### config.mk
export PLATFORM = sky130hd
export DESIGN_NAME = freq_meter
export DESIGN_NICKNAME = d
export VERILOG_FILES = /design/src/rtl/freq_meter_pkg.sv /design/src/rtl/freq_meter_sync_edge_det.sv /design/src/rtl/freq_meter.sv
export SDC_FILE = /design/constraint.sdc
export NUM_CORES = 1
export LEC_CHECK = 0
export ABC_CLOCK_PERIOD_IN_PS = 2600
export CAP_MARGIN = 20
export CORE_MARGIN = 2
export CORE_UTILIZATION = 59
export CTS_CLUSTER_DIAMETER = 50
export DETAILED_ROUTE_END_ITERATION = 12
export PLACE_DENSITY = 0.81
export REMOVE_ABC_BUFFERS = 1
export SYNTH_ARGS = -nofsm -noshare
export SYNTH_HDL_FRONTEND = slang
export SYNTH_HIERARCHICAL = 1
export SYNTH_SLANG_ARGS = --single-unit
### constraint.sdc
create_clock -name CLOCK -period 2.6 [get_ports CLOCK]
set_input_delay 0.39 -clock CLOCK [delete_from_list [all_inputs] [get_ports CLOCK]]
set_output_delay 0.39 -clock CLOCK [all_outputs]
set_load 0.1 [all_outputs]
### src/rtl/freq_meter_pkg.sv
// Shared types and default constants for the gated-count frequency meter.
package freq_meter_pkg;

  // Measurement sequencer states.
  typedef enum logic [1:0] {
    ST_IDLE    = 2'd0,
    ST_MEASURE = 2'd1,
    ST_DONE    = 2'd2
  } state_e;

  // One-second gate at 50 MHz.
  localparam int GATE_1S   = 50_000_000;
  localparam int CNT_W_DEF = 32;

endpackage : freq_meter_pkg

### src/rtl/freq_meter_sync_edge_det.sv
// Two-flop synchronizer followed by a rising-edge detector.
// Any asynchronous level input (signal under test, buttons) can use this.
module sync_edge_det (
  input  logic CLOCK,
  input  logic RESET,
  input  logic async_in,
  output logic rise_pulse
);

  logic sync1_q, sync1_d;
  logic sync2_q, sync2_d;
  logic dly_q,   dly_d;

  // Next-state for the synchronizer chain and the delay flop.
  always_comb begin
    sync1_d = async_in;
    sync2_d = sync1_q;
    dly_d   = sync2_q;
  end

  // Synchronizer and delay registers; falling-edge clocked like the rest of the watch.
  always_ff @(negedge CLOCK) begin
    if (RESET) begin
      sync1_q <= 1'b0;
      sync2_q <= 1'b0;
      dly_q   <= 1'b0;
    end else begin
      sync1_q <= sync1_d;
      sync2_q <= sync2_d;
      dly_q   <= dly_d;
    end
  end

  // Edge pulse is high for the one cycle where the synchronized level has just risen.
  assign rise_pulse = sync2_q & ~dly_q;

endmodule : sync_edge_det

### src/rtl/freq_meter.sv
// Gated-count frequency meter: counts rising edges of sig_in over a window
// of GATE_CYCLES clock cycles and reports the count with a one-cycle valid.
module freq_meter
  import freq_meter_pkg::*;
#(
  parameter int GATE_CYCLES = GATE_1S,
  parameter int CNT_W       = CNT_W_DEF
) (
  input  logic             CLOCK,
  input  logic             RESET,
  input  logic             sig_in,
  input  logic             start,
  input  logic             continuous,
  output logic             busy,
  output logic [CNT_W-1:0] freq,
  output logic             valid,
  output logic             overflow
);

  localparam int GW = $clog2(GATE_CYCLES);
  localparam logic [GW-1:0]    GATE_LAST = GW'(GATE_CYCLES - 1);
  localparam logic [GW-1:0]    GATE_ONE  = GW'(1);
  localparam logic [CNT_W-1:0] CNT_MAX   = {CNT_W{1'b1}};
  localparam logic [CNT_W-1:0] CNT_ONE   = CNT_W'(1);

  state_e           state_q, state_d;
  logic [GW-1:0]    gate_cnt_q, gate_cnt_d;
  logic [CNT_W-1:0] edge_cnt_q, edge_cnt_d;
  logic             ovf_sticky_q, ovf_sticky_d;
  logic [CNT_W-1:0] freq_q, freq_d;
  logic             overflow_q, overflow_d;
  logic             valid_q, valid_d;
  logic             busy_q, busy_d;
  logic             edge_s;

  sync_edge_det u_sync_edge_det (
    .CLOCK      (CLOCK),
    .RESET      (RESET),
    .async_in   (sig_in),
    .rise_pulse (edge_s)
  );

  // Sequencer next-state, counters and result capture.
  always_comb begin
    state_d      = state_q;
    gate_cnt_d   = gate_cnt_q;
    edge_cnt_d   = edge_cnt_q;
    ovf_sticky_d = ovf_sticky_q;
    freq_d       = freq_q;
    overflow_d   = overflow_q;
    valid_d      = 1'b0;
    busy_d       = busy_q;

    case (state_q)
      ST_IDLE: begin
        if (start || continuous) begin
          gate_cnt_d   = '0;
          edge_cnt_d   = '0;
          ovf_sticky_d = 1'b0;
          state_d      = ST_MEASURE;
          busy_d       = 1'b1;
        end else begin
          busy_d = 1'b0;
        end
      end

      ST_MEASURE: begin
        busy_d     = 1'b1;
        gate_cnt_d = gate_cnt_q + GATE_ONE;
        if (edge_s) begin
          // Saturate rather than wrap; an edge lost at the ceiling is remembered.
          if (edge_cnt_q == CNT_MAX) begin
            ovf_sticky_d = 1'b1;
          end else begin
            edge_cnt_d = edge_cnt_q + CNT_ONE;
          end
        end else begin
          edge_cnt_d = edge_cnt_q;
        end
        // Last gate cycle: its edge is included, and the result is registered
        // so it is visible during the DONE cycle together with valid.
        if (gate_cnt_q == GATE_LAST) begin
          state_d    = ST_DONE;
          freq_d     = edge_cnt_d;
          overflow_d = ovf_sticky_d;
          valid_d    = 1'b1;
        end else begin
          state_d = ST_MEASURE;
        end
      end

      ST_DONE: begin
        if (continuous) begin
          gate_cnt_d   = '0;
          edge_cnt_d   = '0;
          ovf_sticky_d = 1'b0;
          state_d      = ST_MEASURE;
          busy_d       = 1'b1;
        end else begin
          state_d = ST_IDLE;
          busy_d  = 1'b0;
        end
      end

      default: begin
        state_d = ST_IDLE;
        busy_d  = 1'b0;
      end
    endcase
  end

  // State, counter and output registers.
  always_ff @(negedge CLOCK) begin
    if (RESET) begin
      state_q      <= ST_IDLE;
      gate_cnt_q   <= '0;
      edge_cnt_q   <= '0;
      ovf_sticky_q <= 1'b0;
      freq_q       <= '0;
      overflow_q   <= 1'b0;
      valid_q      <= 1'b0;
      busy_q       <= 1'b0;
    end else begin
      state_q      <= state_d;
      gate_cnt_q   <= gate_cnt_d;
      edge_cnt_q   <= edge_cnt_d;
      ovf_sticky_q <= ovf_sticky_d;
      freq_q       <= freq_d;
      overflow_q   <= overflow_d;
      valid_q      <= valid_d;
      busy_q       <= busy_d;
    end
  end

  assign busy     = busy_q;
  assign freq     = freq_q;
  assign valid    = valid_q;
  assign overflow = overflow_q;

endmodule : freq_meter

# Word level (Yosys, flattened, before mapping)
# Cells that the tools add are included.
# word_totals
regBits,99
inputBits,5
out_inout_bits,35
# op_classes
n_addsub,2
eq_ne,6
muxes,21
n_bitwise,3
reduce_logical,6
# ops
cell,n
$mux 32,4
$pmux 32 s3,1
$pmux 26 s3,1
$mux 26,2
$add 32x1->32 const B,1
$eq 32x32->1 const B,1
$add 26x1->26 const B,1
$eq 26x26->1 const B,1
$mux 1,8
$pmux 1 s3,2
$pmux 2 s3,1
$mux 2,2
$ne 2x2->1 const B,2
$reduce_and 3->1,1
$reduce_bool 3->1,1
$eq 2x1->1 const B,1
$eq 2x2->1 const B,1
$logic_not 2->1,1
$not 1->1,2
$reduce_and 2->1,1
$reduce_or 2->1,1
$and 1x1->1,1
$logic_or 1x1->1,1

# Longest topological paths before layout
# Gate-level depths: netlist (run 1).
# depth
ltp_word,4
depth_mapped,8
ltp_nobuf,6

# Cells and area by module
# Netlist (run 1), hierarchy kept.
# by_module_without_submodules
mod,instances,cells_each,area_each_um2,seq_area_each_um2
freq_meter,1,603,5042.3,1921.8
sync_edge_det,1,8,91.3,60.1

==> results.py, run 1 <==
metrics = {
    "status": {
        "status": "finished, violations left",
        "violations": "negative setup slack",
    },
    "setup_path": {
        "r2r_end": "freq[22]$_SDFFE_NP0P_",
        "rrSetupSlack_ps": 170,
        "slowest_delay_ps": 360,
        "ff2ff_path_depth": 6,
        "worstPathMaxFanout": 2,
        "crit_family": "flip-flops",
        "arrival_ps": 2260,
        "cp_num_buf_inv": 1,
        "start_kind": "flip-flop",
        "path_cells": "buf_12",
        "cpMaxStageDelayCell": "dfxtp_4",
        "setup.worst_path.class": "reg2out",
        "crit_cells": 1,
        "r2r_start": "edge_cnt_q[0]$_SDFFE_NP0P_",
        "cp.required_ps": 2210,
        "endpoint_kind": "output port",
    },
    "floorplan": {
        "die_w_um": 97.3,
        "dieHeight_um": 97.3,
        "coreArea_um2": 8590,
        "boundaryPins": 40,
        "start_util_pct": 59.7,
        "fp-row-count": 34,
        "fp.dieArea_um2": 9460,
    },
    "sta": {
        "final.setup.worst_slack_ps": -53.9,
        "worst_pin_slew_ps": 532,
        "setup_tns_ps": -847,
        "fin_hold_ws_ps": 459,
        "drv_slew": 0,
        "fin_skew_ps": 30.2,
        "finalHoldViolations": 0,
        "rsz0062_at_grt": "yes",
        "finalSetupViolCount": 34,
        "slew_headroom_pct": 64.2,
    },
    "run": {
        "maxCapViolCount": 0,
    },
    "yosys": {
        "synth_top_family_by_area": "simple AND/OR/NAND/NOR gates",
        "synthSimpleGateAreaFrac_pct": 29.1,
        "seq_area_frac_synth_pct": 38.6,
        "synth-xor-area-share_pct": 8.19,
        "synth_cell_types": 60,
        "yosysWarnings": 6,
        "syn_area_per_cell_um2": 8.40,
        "synthMuxAreaShare_pct": 0.609,
        "synthAdderAreaFrac_pct": 0.487,
        "synth-compound-area-share_pct": 18.2,
        "synth_cells": 611,
        "synth-main-ff-cell": "dfxtp_1",
        "synth_seq_cells": 99,
        "async_reset_ff_share_pct": 0,
        "syn_area_um2": 5130,
        "synth-edff-count": 0,
    },
    "cts": {
        "cts_tree": "built",
        "clock_path_buffers": 2,
        "worstSkewPairLatency_ps": 430,
        "clock-root-buffer": "clkbuf_8",
        "postCtsHoldBufs": 0,
        "clk_pin_slew_ps": 60,
        "cts_sinks": 99,
        "ctsHtreeMaxLevel": 3,
        "cts_buffers": 9,
    },
    "finish": {
        "syn_to_final_growth_pct": 36.6,
        "diodes": 0,
        "final_common_cell": "inv_1",
        "nets": 789,
        "final_cell_mix": "inv_1 (114), nor2_1 (73), dfxtp_1 (64)",
        "design_area_um2": 7010,
        "fin_util_pct": 81.6,
        "drive_gt1_share_pct": 22.7,
    },
    "grt": {
        "grt_overflow": 0,
        "grt_pass1_wl_mm": 25.2,
        "antenna_found_initial": 0,
        "globalRouteTotalUtil_pct": 31.7,
        "grt_pass1_vias": 5536,
        "grt_start_max_net_pins": 27,
    },
    "route": {
        "drt-initial-drc-count": 520,
        "vias_per_cell": 6.19,
        "wire_per_inst_um": 17.0,
        "drc": 0,
        "wl_mm": 15.2,
        "firstDrtPassIters": 5,
        "num_vias": 5542,
        "ant_nets": 0,
    },
    "placement": {
        "portBuffers": 39,
        "placed_area_um2": 6230,
        "dp_hpwl_mm": 9.74,
        "gp_congestion": 1.03,
    },
    "min_path": {
        "min-delay-path-class": "reg2reg",
        "holdCritStartpoint": "u_sync_edge_det/dly_d$_SDFF_NP0_",
        "min_path_cells": 1,
        "hold_path_end": "u_sync_edge_det/dly_q$_SDFF_NP0_",
    },
    "pwr": {
        "power_per_cell_area_nw_per_um2": 495,
        "ir_drop_mv": 0.335,
        "power_leakage_nw": 2.85,
    },
}
## stage by stage
stage / std cells / worst slack, ps / power (W)
2_1_floorplan: 570 / -939 / 0.00187
3_3_place_gp: 768 / -535 / 0.00195
3_5_place_dp: 768 / -593 / 0.00196
4_1_cts: 887 / -58.7 / 0.00350
5_1_grt: 895 / -92.3 / 0.00368
6_report: 895 / -53.9 / 0.00347
## area by class of cell
| cell class | instances | area, um^2 |
|---|---|---|
| multi-input cells | 454 | 2940 |
| inverters | 15 | 56.3 |
| flip-flops and latches | 99 | 2030 |
| well taps | 108 | 135 |
| repair buffers | 104 | 1250 |
| clock inverters | 106 | 469 |
| clock buffers | 9 | 124 |
| fillers | 549 | 1580 |
## registers in the layout (all words and copies together) (netlist names)
name and cells:
state_q 2, gate_cnt_q 26, freq 32, busy 1, u_sync_edge_det/dly_q 1, overflow 1
u_sync_edge_det/dly_d 1, valid 1, u_sync_edge_det/sync1_q 1, edge_cnt_q 32, ovf_sticky_q 1
## worst max path at each step
stage | end | slack, ps | startpoint
floorplan | freq[19]$_SDFFE_NP0P_ | -940 | gate_cnt_q[0]$_SDFFE_NP0P_
finish | freq[26] | -50 | freq[26]$_SDFFE_NP0P_
CTS | freq[6] | -60 | freq[6]$_SDFFE_NP0P_
global route | freq[6] | -90 | freq[6]$_SDFFE_NP0P_
global placement | edge_cnt_q[7]$_SDFFE_NP0P_ | -540 | continuous
detailed placement | edge_cnt_q[7]$_SDFFE_NP0P_ | -590 | continuous
## cell usage after synthesis, types with 4 or more instances
library cell / instances / share of area, %
xnor2_1: 28 / 4.8
nand2b_1: 6 / 0.73
and4_1: 9 / 1.5
nor4_1: 13 / 1.6
a21oi_1: 31 / 3.0
a211oi_1: 30 / 4.4
dfxtp_1: 99 / 39
xor2_1: 20 / 3.4
nor2_1: 74 / 5.4
nor3_1: 11 / 1.1
nor4_2: 4 / 0.97
or3_1: 12 / 1.5
a31oi_1: 19 / 2.3
nand4_1: 27 / 3.3
a311oi_1: 4 / 0.68
nand2_1: 31 / 2.3
and2_1: 6 / 0.73
nand3_1: 31 / 3.0
buf_4: 4 / 0.58
o21ai_0: 25 / 2.4
nor2b_1: 4 / 0.49
a21o_1: 4 / 0.58
o21bai_1: 4 / 0.58
and3_1: 10 / 1.2
clkbuf_1: 23 / 1.7
inv_1: 17 / 1.2
buf_2: 11 / 1.1
## cells by family (layout without fill, tap and decap cells)
| logic type | count (synthesis) | in the layout |
|---|---|---|
| compound gates | 141 | 141 |
| xor+xnor | 48 | 48 |
| fa+ha+maj | 2 | 2 |
| buf+inv | 58 | 234 |
| flops | 99 | 99 |
| mux | 3 | 3 |
| simple gates | 260 | 260 |
## routing by layer
| layer | wire length, um | up-vias | global-route usage [%] |
|---|---|---|---|
| met5 | 0 | - | 0 |
| met3 | 1060 | 46 | 9.35 |
| met2 | 7570 | 255 | 52.2 |
| met1 | 6190 | 2644 | 38.2 |
| met4 | 419 | 0 | 15.0 |
| li1 | - | 2597 | - |
## what timing repair did
| action | CTS | global route |
|---|---|---|
| endpoints found under the setup margin | 90 | 36 |
| resized for setup | 45 | 4 |
| cloned | 1 | 0 |
| setup buffers | 5 | 8 |
| pin swaps | 6 | 0 |
## power breakdown
part	total [W]	switching, W	internal, W
combinational	0.000165	0.0000956	0.0000697
sequential	0.00154	0.0000110	0.00153
clock	0.00177	0.00101	0.000751
No activity file was read; power rests on OpenSTA's default activity.
==> run 2: changes to the inputs <==
- CORE_UTILIZATION: 59 -> 30
- PLACE_DENSITY: 0.81 -> unset
==> run 2 against run 1 <==
Compared with the run above: the run still ends with negative setup slack left; critical path type unchanged; cell area grew 2.9%; sequential power about the same; routed wire length is 3.8% lower; utilization shrank 38 points; worst hold slack lost 29 ps; count of clock-buffer cells in the layout unchanged.
==> results.py, run 2 (synthesized netlist as in run 1, its figures left out) <==
metrics = {
    "status": {
        "status": "finished, violations left",
        "violations": "negative setup slack",
    },
    "setup_path": {
        "path_cells": "buf_12",
        "cp.required_ps": 2210,
        "crit_family": "flip-flops",
        "rrSetupSlack_ps": 310,
        "arrival_ps": 2260,
        "r2r_start": "edge_cnt_q[6]$_SDFFE_NP0P_",
        "worstPathMaxFanout": 2,
        "ff2ff_path_depth": 5,
        "slowest_delay_ps": 370,
        "r2r_end": "freq[22]$_SDFFE_NP0P_",
        "endpoint_kind": "output port",
        "cpMaxStageDelayCell": "dfxtp_4",
        "start_kind": "flip-flop",
        "crit_cells": 1,
        "setup.worst_path.class": "reg2out",
        "cp_num_buf_inv": 1,
    },
    "floorplan": {
        "die_w_um": 135,
        "dieHeight_um": 135,
        "fp-row-count": 47,
        "start_util_pct": 30.8,
        "boundaryPins": 40,
        "fp.dieArea_um2": 18200,
        "coreArea_um2": 16600,
    },
    "finish": {
        "multiInputGateArea_um2": 2950,
        "regArea_um2": 2040,
        "syn_to_final_growth_pct": 40.6,
        "final_cell_mix": "inv_1 (115), nor2_1 (73), dfxtp_1 (64)",
        "final_common_cell": "inv_1",
        "nets": 782,
        "diodes": 0,
        "fill_cells": 1671,
        "drive_gt1_share_pct": 22.1,
    },
    "cts": {
        "postCtsHoldBufs": 0,
        "cts_sinks": 99,
        "clk_pin_slew_ps": 40,
        "cts_tree": "built",
        "clock-root-buffer": "clkbuf_16",
        "cts_buffers": 9,
        "worstSkewPairLatency_ps": 430,
        "ctsHtreeMaxLevel": 3,
        "clock_path_buffers": 2,
    },
    "placement": {
        "dp_hpwl_mm": 10.1,
        "dp_slack_ps": -562,
        "portBuffers": 39,
        "gp_congestion": 0.966,
    },
    "sta": {
        "fin_hold_ws_ps": 430,
        "final.setup.worst_slack_ps": -49.1,
        "finalSetupViolCount": 35,
        "fin_skew_ps": 26.5,
        "drv_slew": 0,
        "rsz0062_at_grt": "yes",
        "setup_tns_ps": -501,
        "finalHoldViolations": 0,
        "worst_pin_slew_ps": 719,
        "slew_headroom_pct": 51.7,
    },
    "pwr": {
        "power_leakage_nw": 2.87,
        "ir_drop_mv": 0.476,
        "power_per_cell_area_nw_per_um2": 519,
    },
    "route": {
        "vias_per_cell": 5.22,
        "drt-initial-drc-count": 402,
        "drc": 0,
        "wl_mm": 14.7,
        "wire_per_inst_um": 14.7,
        "firstDrtPassIters": 5,
        "num_vias": 5219,
        "ant_nets": 0,
    },
    "grt": {
        "grt_overflow": 0,
        "grt_start_max_net_pins": 31,
        "grt_pass1_wl_mm": 24.8,
        "antenna_found_initial": 0,
        "grt_pass1_vias": 5313,
        "globalRouteTotalUtil_pct": 16.8,
    },
    "min_path": {
        "min_path_cells": 1,
        "min-delay-path-class": "reg2reg",
        "hold_path_end": "u_sync_edge_det/dly_d$_SDFF_NP0_",
        "holdCritStartpoint": "u_sync_edge_det/sync1_q$_SDFF_NP0_",
    },
    "run": {
        "maxCapViolCount": 0,
    },
}
## run 2: cell types whose count changed in the layout (fill, tap and decap cells not counted), moves of 2 or more
cell       change
clkbuf_8       -9
buf_6          -2
buf_12         +2
clkbuf_16      +9
dfxtp_4        +2
dfxtp_2        -2
buf_4          -7
## run 2: per-layer routing
| layer | up-vias | global-route usage [%] | part of all wire (%) |
|---|---|---|---|
| met1 | 2449 | 20.0 | 44 |
| met4 | 0 | 6.84 | 1.2 |
| met2 | 175 | 27.3 | 48 |
| li1 | 2577 | - | - |
| met3 | 18 | 6.49 | 6.5 |
| met5 | - | 0 | 0 |
## run 2: layout make-up
cell class	count	area share [%]
inverters	15	0.780
clock inverters	106	6.36
multi-input cells	454	40.8
well taps	220	3.81
flip-flops and latches	99	28.2
repair buffers	97	16.9
clock buffers	9	3.12
## run 2: worst register-to-register path, cell delays in order (launching register included)
cell and delay (ps):
dfxtp_1 470, nand4_4 250, or3_1 570, or4_4 560
xnor2_1 140, a211oi_1 200
## run 2: through the flow
stage / instances / total power, W / utilization [%] / cell area (um^2)
after global routing: 1000 / 0.00404 / 43.4 / 7220
after global placement: 875 / 0.00195 / 38.2 / 6350
final: 1000 / 0.00375 / 43.4 / 7220
after floorplan: 570 / 0.00187 / - / 4950
after detailed placement: 875 / 0.00195 / 38.2 / 6350
after CTS: 997 / 0.00384 / 43.2 / 7190
## run 2: worst max-delay path by stage
stage / from / endpoint
floorplan: gate_cnt_q[0]$_SDFFE_NP0P_ / freq[19]$_SDFFE_NP0P_
global placement: continuous / edge_cnt_q[28]$_SDFFE_NP0P_
detailed placement: continuous / gate_cnt_q[24]$_SDFFE_NP0P_
CTS: freq[29]$_SDFFE_NP0P_ / freq[29]
global route: freq[29]$_SDFFE_NP0P_ / freq[29]
finish: freq[29]$_SDFFE_NP0P_ / freq[29]
## run 2: timing repair
action	in CTS	in global routing
gates cloned	1	0
endpoints found under the hold margin	0	0
endpoints found under the setup margin	85	35
buffers inserted	8	3
pin swaps	3	0
gates resized for setup	49	2
## run 2: power by group
group / internal [W] / switching, W
sequential: 0.00153 / 0.0000105
clock: 0.00104 / 0.00100
combinational: 0.0000654 / 0.0000931
total: 0.00264 / 0.00110
==> run 3: changes to the inputs <==
- CTS_CLUSTER_SIZE: unset -> 28
- GPL_TIMING_DRIVEN: unset -> 0
==> run 3 against run 2 <==
Compared with the run above: the run still ends with negative setup slack left; largest power group unchanged; critical path type unchanged; global-route usage fell by 0.66 points; flip-flop and latch count did not move; first-iteration DRC count fell by 23%; sequential share of layout area rose by 0.37 points; routed wire length fell by 1.5%; die area did not move; critical path depth did not move; count of clock-buffer cells in the layout did not move; worst hold slack improved by 7.0 ps; register-to-register slack got worse by 150 ps; critical endpoint is now overflow.
==> results.py, run 3 (synthesized netlist as in run 1, its figures left out) <==
metrics = {
    "status": {
        "violations": "negative setup slack",
        "status": "finished, violations left",
    },
    "floorplan": {
        "boundaryPins": 40,
        "fp.dieArea_um2": 18200,
        "dieHeight_um": 135,
        "die_w_um": 135,
        "fp-row-count": 47,
        "start_util_pct": 30.8,
        "coreArea_um2": 16600,
    },
    "route": {
        "firstDrtPassIters": 5,
        "wl_mm": 14.4,
        "drc": 0,
        "num_vias": 5148,
        "wire_per_inst_um": 14.9,
        "ant_nets": 0,
        "drt-initial-drc-count": 311,
        "vias_per_cell": 5.31,
    },
    "setup_path": {
        "setup.worst_path.class": "reg2out",
        "endpoint_kind": "output port",
        "path_cells": "buf_12",
        "cp.required_ps": 2210,
        "slowest_delay_ps": 370,
        "cpMaxStageDelayCell": "dfxtp_4",
        "crit_family": "flip-flops",
        "worstPathMaxFanout": 2,
        "start_kind": "flip-flop",
        "crit_cells": 1,
        "cp_num_buf_inv": 1,
        "arrival_ps": 2250,
        "ff2ff_path_depth": 5,
    },
    "sta": {
        "finalHoldViolations": 0,
        "slew_headroom_pct": 55.6,
        "drv_slew": 0,
        "fin_skew_ps": 24.0,
        "rsz0062_at_grt": "yes",
        "finalSetupViolCount": 26,
        "worst_pin_slew_ps": 661,
        "final.setup.worst_slack_ps": -42.0,
    },
    "cts": {
        "cts_sinks": 99,
        "clock-root-buffer": "clkbuf_16",
        "postCtsHoldBufs": 0,
        "cts_tree": "built",
        "clock_path_buffers": 2,
        "cts_buffers": 9,
        "ctsHtreeMaxLevel": 3,
        "worstSkewPairLatency_ps": 420,
        "clk_pin_slew_ps": 40,
    },
    "grt": {
        "grt_pass1_vias": 5203,
        "grt_start_max_net_pins": 53,
        "grt_overflow": 0,
        "grt_pass1_wl_mm": 24.0,
        "globalRouteTotalUtil_pct": 16.2,
        "antenna_found_initial": 0,
    },
    "min_path": {
        "min_path_cells": 1,
        "min-delay-path-class": "reg2reg",
    },
    "pwr": {
        "power_per_cell_area_nw_per_um2": 503,
        "power_leakage_nw": 2.76,
        "ir_drop_mv": 0.343,
        "total_power_w": 0.00360,
    },
    "finish": {
        "syn_to_final_growth_pct": 39.3,
        "drive_gt1_share_pct": 20.7,
        "final_cell_mix": "inv_1 (115), nor2_1 (71), dfxtp_1 (64)",
        "final_common_cell": "inv_1",
        "diodes": 0,
        "fill_cells": 1613,
        "final_cells": 969,
        "nets": 754,
    },
    "placement": {
        "dp_hpwl_mm": 9.29,
        "dpl.cell_count": 835,
        "portBuffers": 39,
        "gp_congestion": 0.887,
    },
    "run": {
        "maxCapViolCount": 0,
    },
}
[run 3: stage by stage]
step                      TNS [ps]  util, %  setup slack (ps)  area, um^2  hold WS, ps
final                         -420     43.0             -42.0        7150          437
after global routing         -1730     43.0             -83.3        7150          468
after CTS                     -922     42.0             -49.3        6990          438
after detailed placement    -83760     34.2             -1320        5690          422
after global placement     -246830     33.7             -3230        5610          418
after floorplan             -43500        -              -939        4950          414
[run 3: final timing paths]
path                                 startpoint                                to  slack, ps
max                       overflow$_SDFFE_NP0P_                          overflow        -40
min          u_sync_edge_det/sync1_q$_SDFF_NP0_  u_sync_edge_det/dly_d$_SDFF_NP0_        440
max reg2reg         edge_cnt_q[15]$_SDFFE_NP0P_             freq[22]$_SDFFE_NP0P_        160
min reg2reg  u_sync_edge_det/sync1_q$_SDFF_NP0_  u_sync_edge_det/dly_d$_SDFF_NP0_        440
[run 3: layout make-up]
type                            count  area (um^2)  share of cell area [%]
Multi-Input combinational cell    454         3080                    43.1
Sequential cell                    99         2040                    28.6
Timing Repair Buffer               69         1050                    14.6
Clock inverter                    103          420                    5.88
Tap cell                          220          275                    3.85
Clock buffer                        9          225                    3.15
Inverter                           15         56.3                   0.787
[run 3: per-layer routing]
metal	global-route usage [%]	part of all wire (%)
met5	0	0
met4	8.07	1.7
met3	5.93	4.9
met2	25.3	48
met1	19.6	45
[run 3: report_power, final]
| group | leakage, nW | switching (W) | internal (W) |
|---|---|---|---|
| sequential | 0.819 | 0.0000104 | 0.00153 |
| combinational | 1.28 | 0.0000958 | 0.0000550 |
| clock | 0.666 | 0.000974 | 0.000932 |
| total | 2.76 | 0.00108 | 0.00252 |
[run 3: repair_timing]
item                       4_1_cts  5_1_grt
hold endpoints to repair         0        0
setup endpoints to repair      121       82
pin swaps                        3        6
gates resized for setup        380       20
buffers inserted                15        9
